**config.mk**
```make
export PLATFORM = sky130hd
export DESIGN_NAME = pid_duty_pipe
export DESIGN_NICKNAME = d
export VERILOG_FILES = /design/src/rtl/pid_duty_pipe.sv
export SDC_FILE = /design/constraint.sdc
export NUM_CORES = 1
export LEC_CHECK = 0
export ABC_AREA = 1
export BUFFER_PORTS_ARGS = -buffer_cell sky130_fd_sc_hd__buf_4
export CORE_MARGIN = 10
export CORE_UTILIZATION = 63
export DETAILED_ROUTE_END_ITERATION = 8
export GPL_ROUTABILITY_DRIVEN = 0
export PLACE_DENSITY = 0.82
export SYNTH_ARGS = -nofsm -noshare
export SYNTH_HDL_FRONTEND = slang
export SYNTH_SLANG_ARGS = --single-unit
```
**constraint.sdc**
```tcl
create_clock -name clk -period 4.3 [get_ports clk]
set_input_delay 0 -clock clk [delete_from_list [all_inputs] [get_ports clk]]
set_output_delay 0 -clock clk [all_outputs]
set_load 0.005 [all_outputs]
```
**src/rtl/pid_duty_pipe.sv**
```systemverilog
// Three-stage pitch PID to motor duty pipeline: error saturation, integrator, derivative history.
// Optional SLEW_LIMIT_EN macro rate-limits duty changes in the signed-duty domain.
module pid_duty_pipe #(
  parameter int PTCH_W   = 16,
  parameter int ERR_W    = 10,
  parameter int D_DEPTH  = 2,
  parameter int D_SAT_W  = 7,
  parameter int D_COEFF  = 9,
  parameter int INTEG_W  = 18,
  parameter int I_SHIFT  = 7,
  parameter int DUTY_W   = 11,
  parameter int MIN_DUTY = 980
`ifdef SLEW_LIMIT_EN
  , parameter int SLEW_MAX = 64
`endif
) (
  input  logic                     clk,
  input  logic                     rst_n,
  input  logic                     vld,
  input  logic signed [PTCH_W-1:0] ptch,
  input  logic                     pwr_up,
  input  logic                     rider_off,
  output logic                     duty_vld,
  output logic [DUTY_W-1:0]        mtr_duty,
  output logic                     rev
);

  localparam int DIFF_W = ERR_W + 1;
  localparam int D_W    = D_SAT_W + $clog2(D_COEFF + 1);
  localparam int I_W    = INTEG_W - I_SHIFT;
  localparam int M1_W   = (ERR_W > I_W) ? ERR_W : I_W;
  localparam int M_W    = (M1_W > D_W) ? M1_W : D_W;
  localparam int PID_W  = M_W + 2;
  localparam int SUM_W  = ((PID_W > DUTY_W) ? PID_W : DUTY_W) + 1;

  localparam logic signed [PTCH_W-1:0] P_MAX  = PTCH_W'((2 ** (ERR_W - 1)) - 1);
  localparam logic signed [PTCH_W-1:0] P_MIN  = PTCH_W'(-(2 ** (ERR_W - 1)));
  localparam logic signed [DIFF_W-1:0] DS_MAX = DIFF_W'((2 ** (D_SAT_W - 1)) - 1);
  localparam logic signed [DIFF_W-1:0] DS_MIN = DIFF_W'(-(2 ** (D_SAT_W - 1)));
  localparam logic signed [PID_W-1:0]  D_K    = PID_W'(D_COEFF);
  localparam logic [SUM_W-1:0]         DUTY_MAX = SUM_W'((2 ** DUTY_W) - 1);
  localparam logic [SUM_W-1:0]         MIN_V    = SUM_W'(MIN_DUTY);

  logic signed [ERR_W-1:0]   hist [D_DEPTH];
  logic signed [ERR_W-1:0]   err_sat, s1_err;
  logic signed [DIFF_W-1:0]  diff_raw;
  logic signed [D_SAT_W-1:0] ddiff_sat, s1_ddiff;
  logic signed [INTEG_W-1:0] integ, err_ext, integ_sum;
  logic                      integ_ovf, s1_vld;

  always_comb begin
    if (ptch > P_MAX)      err_sat = P_MAX[ERR_W-1:0];
    else if (ptch < P_MIN) err_sat = P_MIN[ERR_W-1:0];
    else                   err_sat = ptch[ERR_W-1:0];
    diff_raw = DIFF_W'(err_sat) - DIFF_W'(hist[D_DEPTH-1]);
    if (diff_raw > DS_MAX)      ddiff_sat = DS_MAX[D_SAT_W-1:0];
    else if (diff_raw < DS_MIN) ddiff_sat = DS_MIN[D_SAT_W-1:0];
    else                        ddiff_sat = diff_raw[D_SAT_W-1:0];
    err_ext   = INTEG_W'(err_sat);
    integ_sum = integ + err_ext;
    integ_ovf = (integ[INTEG_W-1] == err_ext[INTEG_W-1]) &&
                (integ_sum[INTEG_W-1] != integ[INTEG_W-1]);
  end

  // Clears are written last so they win over the accumulate/shift of the same edge.
  always_ff @(posedge clk or negedge rst_n) begin
    if (!rst_n) begin
      s1_vld   <= 1'b0;
      s1_err   <= '0;
      s1_ddiff <= '0;
      integ    <= '0;
      for (int i = 0; i < D_DEPTH; i++) hist[i] <= '0;
    end else begin
      s1_vld <= vld;
      if (vld) begin
        s1_err   <= err_sat;
        s1_ddiff <= ddiff_sat;
        for (int i = D_DEPTH - 1; i > 0; i--) hist[i] <= hist[i-1];
        hist[0] <= err_sat;
        if (!integ_ovf) integ <= integ_sum;
      end
      if (!pwr_up)
        for (int i = 0; i < D_DEPTH; i++) hist[i] <= '0;
      if (rider_off || !pwr_up) integ <= '0;
    end
  end

  logic signed [PID_W-1:0] p_term, i_term, d_term, pid_sum, pid;
  logic                    s2_vld;

  always_comb begin
    p_term  = PID_W'(s1_err >>> 1) + PID_W'(s1_err >>> 2);
    i_term  = PID_W'(integ >>> I_SHIFT);
    d_term  = PID_W'(s1_ddiff) * D_K;
    pid_sum = p_term + i_term + d_term;
  end

  always_ff @(posedge clk or negedge rst_n) begin
    if (!rst_n) begin
      s2_vld <= 1'b0;
      pid    <= '0;
    end else begin
      s2_vld <= s1_vld;
      if (s1_vld) pid <= pid_sum;
    end
  end

  logic [PID_W-1:0]  pid_abs;
  logic [SUM_W-1:0]  duty_sum;
  logic [DUTY_W-1:0] tgt_duty, nxt_duty;
  logic              tgt_rev, nxt_rev;

  always_comb begin
    tgt_rev  = pid[PID_W-1];
    pid_abs  = tgt_rev ? $unsigned(-pid) : $unsigned(pid);
    duty_sum = MIN_V + SUM_W'(pid_abs);
    tgt_duty = (duty_sum > DUTY_MAX) ? DUTY_MAX[DUTY_W-1:0] : duty_sum[DUTY_W-1:0];
  end

`ifdef SLEW_LIMIT_EN
  localparam logic [SUM_W-1:0] SLEW = SUM_W'(SLEW_MAX);
  logic [SUM_W-1:0] cur, tgt;

  // Opposite sign: shrink toward MIN_DUTY, flip rev only once there.
  always_comb begin
    cur = SUM_W'(mtr_duty);
    tgt = SUM_W'(tgt_duty);
    if ((rev == tgt_rev) || (mtr_duty == '0)) begin
      nxt_rev = tgt_rev;
      if (tgt > cur + SLEW)      nxt_duty = DUTY_W'(cur + SLEW);
      else if (cur > tgt + SLEW) nxt_duty = DUTY_W'(cur - SLEW);
      else                       nxt_duty = tgt_duty;
    end else if (cur > MIN_V + SLEW) begin
      nxt_rev  = rev;
      nxt_duty = DUTY_W'(cur - SLEW);
    end else begin
      nxt_rev  = tgt_rev;
      nxt_duty = DUTY_W'(MIN_V);
    end
  end
`else
  always_comb begin
    nxt_duty = tgt_duty;
    nxt_rev  = tgt_rev;
  end
`endif

  always_ff @(posedge clk or negedge rst_n) begin
    if (!rst_n) begin
      duty_vld <= 1'b0;
      mtr_duty <= '0;
      rev      <= 1'b0;
    end else begin
      duty_vld <= s2_vld;
      if (s2_vld) begin
        if (!pwr_up) begin
          mtr_duty <= '0;
          rev      <= 1'b0;
        end else begin
          mtr_duty <= nxt_duty;
          rev      <= nxt_rev;
        end
      end
    end
  end

endmodule
```
==> metrics.md <==
| Metric | Value |
|---|---|
| Synth cell types | `48` |
| WP buf/inv | `3` |
| Worst-Margin Slew | `1.01 ns` |
| Nets | `986` |
| Placed instance area | `7040 sq um` |
| Synth area leaders | `dfrtp_1 (31%), ha_1 (12%), nand2_1 (12%)` |
| Ratio of cells with drive above 1 in the final layout | `0.109` |
| First-pass DRT Iterations | `6` |
| Clk sinks | `82` |
| Fillers | `840` |
| Yosys top cell by area | `dfrtp_1` |
| Syn Inst Count | `843` |
| Row Count | `37` |
| Main synth FF type | `dfrtp_1` |
| Reg clk slew, reported paths | `0.10 ns` |
| Syn nets | `956` |
| Met2 wire length | `7400 microns` |
| Final Critical Period | `3.85 ns` |
| CTS Buffer Depth | `2` |
| Top layer in use | `met4` |
| Post-synthesis register bit count | `82` |
| CP max FO | `4` |
| Setup slack, reg-to-reg | `0.45 ns` |
| Final setup fails | `0` |
| CTS tree | `built` |
| P_leak | `3.87 nW` |
| Synthesized area | `6730 sq um` |
| Status | `finished clean` |
| Setup crit start | `s1_err[2]` |
| Crit-path leading delay family | `adder cells` |
| Hold Fails Final Rpt | `0` |
| Die height | `123 microns` |
| Dpl hpwl | `11700 microns` |
| Slowest CP cell | `fa_1` |
| Syn_area_per_cell | `7.98 sq um` |
| Area of the multi-input gates | `4060 sq um` |
| CP Class | `reg2reg` |
| Top post-synthesis cells by count | `nand2_1 (208), inv_1 (127), dfrtp_1 (82), ha_1 (66), nand3_1 (63)` |
| Req. time, crit path | `4.54 ns` |
| IO Pins | `34` |
| Initial Util | `0.649` |
| Async set-reset flop share out of synthesis | `1.00` |
| Reg2reg start | `s1_err[2]` |
| Total GRT Usage | `0.208` |
| Total grt overflow | `0` |
| Crit path DAT | `4.09 ns` |
| Die width | `123 microns` |
| Critical path depth | `16` |
| DR vias | `5679` |
| Startpoint Class | `flip-flop` |
| Antenna viol nets, final | `0` |
| Post-route DRC | `0` |
| Met1 WL | `6400 microns` |
| Synth Warn # | `0` |
| Largest net degree at the start of global routing | `83` |
| Final Cycle Share | `0.896` |
| IO buf count | `33` |
| CP peak stage delay | `0.46 ns` |
| Post-cts resize count | `0` |
| Pins Over Slew Limit | `0` |
| Final Skew | `0.0155 ns` |
| Worst Hold Class | `in2reg` |
| Count leader, synth | `nand2_1` |
| Worst-path cell chain | `ha_1 > fa_1 > ha_1 > inv_1 > fa_1 > inv_1 > ha_1 > inv_1 > fa_1 > nor2_1 > a21oi_1 > o21ai_0 > a21oi_1 > o21bai_1 > xnor2_1 > o21ai_0` |
| Top-area cell type share of the netlist area | `0.305` |
| FF-to-FF path depth | `16` |
| Routed wl met3 | `670 microns` |
| Core footprint | `10400 sq um` |
| Layout overhead on the synthesized area | `8.20%` |
| CP Capture Point | `pid[10]` |
| Initial antenna violation count | `0` |
| Post-Route Setup TNS | `0 ns` |
| MaxCap Viol Count | `0` |
| Register area | `2050 sq um` |
| Ant. Diodes | `0` |
| First-pass GRT wire length | `26100 microns` |
| Vias per cell | `5.60` |
| Register area share after synthesis | `0.305` |
| Root Driver | `clkbuf_8` |
| CTS H-tree lvls | `3` |
| EDFF count, synth | `0` |
| Final worst slack | `0.446 ns` |
| 1st-iter DRT viols | `488` |
| Peak supply drop | `0.464 mV` |
| Post-route cell area | `7280 sq um` |
| Worst-skew pair later-pin latency | `0.37 ns` |
| Die Area | `15200 sq um` |
| Reg2reg end | `pid[10]` |
| CP Capture Type | `flip-flop` |
| RSZ-0062 raised after global routing | `no` |
| Fmax | `259 MHz` |
| Cell Pwr Density | `603 nW/um^2` |
| WL per Instance | `14.7 microns` |
| Finished Core Util | `0.702` |
| Number of global-route vias before repair | `5741` |
| WL final | `14900 microns` |
| Total CTS buffers | `9` |
| Setup WS pre-CTS | `0.512 ns` |
| Slew headroom | `0.330` |
-- layout by cell type, fill, tap and decap left out, types with 4 or more instances in the layout --
cell | Yosys | routed
inv_1 | 127 | 127
buf_4 | 4 | 34
nand3b_1 | 6 | 6
o21bai_1 | 5 | 5
a21oi_1 | 30 | 30
xnor2_1 | 13 | 13
clkbuf_8 | 0 | 9
ha_1 | 66 | 66
nand3_2 | 11 | 11
fa_1 | 26 | 26
xor2_1 | 18 | 18
nand4_1 | 20 | 20
nor3_1 | 7 | 7
nand3_1 | 63 | 63
o21ai_0 | 36 | 36
o21ai_1 | 4 | 4
nor2_1 | 36 | 35
dfrtp_1 | 82 | 82
nand2_2 | 10 | 10
o22ai_1 | 16 | 16
or2_2 | 4 | 4
dlygate4sd3_1 | 0 | 5
nand2_1 | 208 | 208
-- sequential cells by signal, summed over array words and instances (netlist names) --
register  count
pid          13
hist         20
s1_ddiff      7
rev           1
mtr_duty     11
s2_vld        1
integ        18
s1_err        9
duty_vld      1
s1_vld        1
-- power breakdown --
group          switching (mW)  internal [mW]
Clock                   0.330          0.228
Sequential              0.148          0.931
Combinational            1.68           1.08
Total                    2.15           2.24
-- cell type report --
cell class	instances	share of cell area
Timing Repair Buffer	39	0.0419
Sequential cell	82	0.282
Clock buffer	9	0.0170
Clock inverter	7	0.00928
Inverter	132	0.0684
Multi-Input combinational cell	609	0.558
Tap cell	136	0.0234
-- through the flow --
stage | hold WS, ns | cells | power [mW]
floorplan | -0.296 | 843 | 3.21
detailed placement | 0.237 | 993 | 3.82
global placement | 0.224 | 993 | 3.67
CTS | 0.00881 | 1014 | 4.39
global route | 0.0355 | 1014 | 4.87
finish | 0.0298 | 1014 | 4.39
-- how the worst min path moves through the flow --
stage             from           to  slack, ns  cells past startpoint
2_1_floorplan    rst_n     duty_vld      -0.30                      0
3_3_place_gp     rst_n  mtr_duty[9]       0.22                      1
3_5_place_dp     rst_n  mtr_duty[4]       0.24                      1
4_1_cts        ptch[0]     hist[10]      0.009                      3
5_1_grt        ptch[0]     hist[10]       0.04                      3
6_report       ptch[0]     hist[10]       0.03                      3
-- timing repair --
| item | in CTS | in global routing |
|---|---|---|
| hold buffers | 5 | 0 |
| endpoints found under the hold margin | 94 | 0 |
| buffers inserted | 0 | 0 |
-- per-layer routing --
metal  vias up  GRT usage
li1       2821          -
met1      2658      0.259
met2       163      0.359
met3        37     0.0296
met4         0     0.0786
met5         -          0
-- worst min-delay path, stage by stage --
cell and delay (ns):
buf_4 0.08, o21ai_1 0.14, o22ai_1 0.13
-- cells by family after synthesis --
logic type | after synthesis | share of synthesized area
buffers and inverters | 152 | 0.0915
AOI/OAI and AO/OA | 113 | 0.107
DFF | 82 | 0.305
xor gates and xnor gates | 31 | 0.0404
adders and majority gates | 92 | 0.200
and+or+nand+nor | 373 | 0.256
Note: power is estimated with default switching activity, not from simulation.
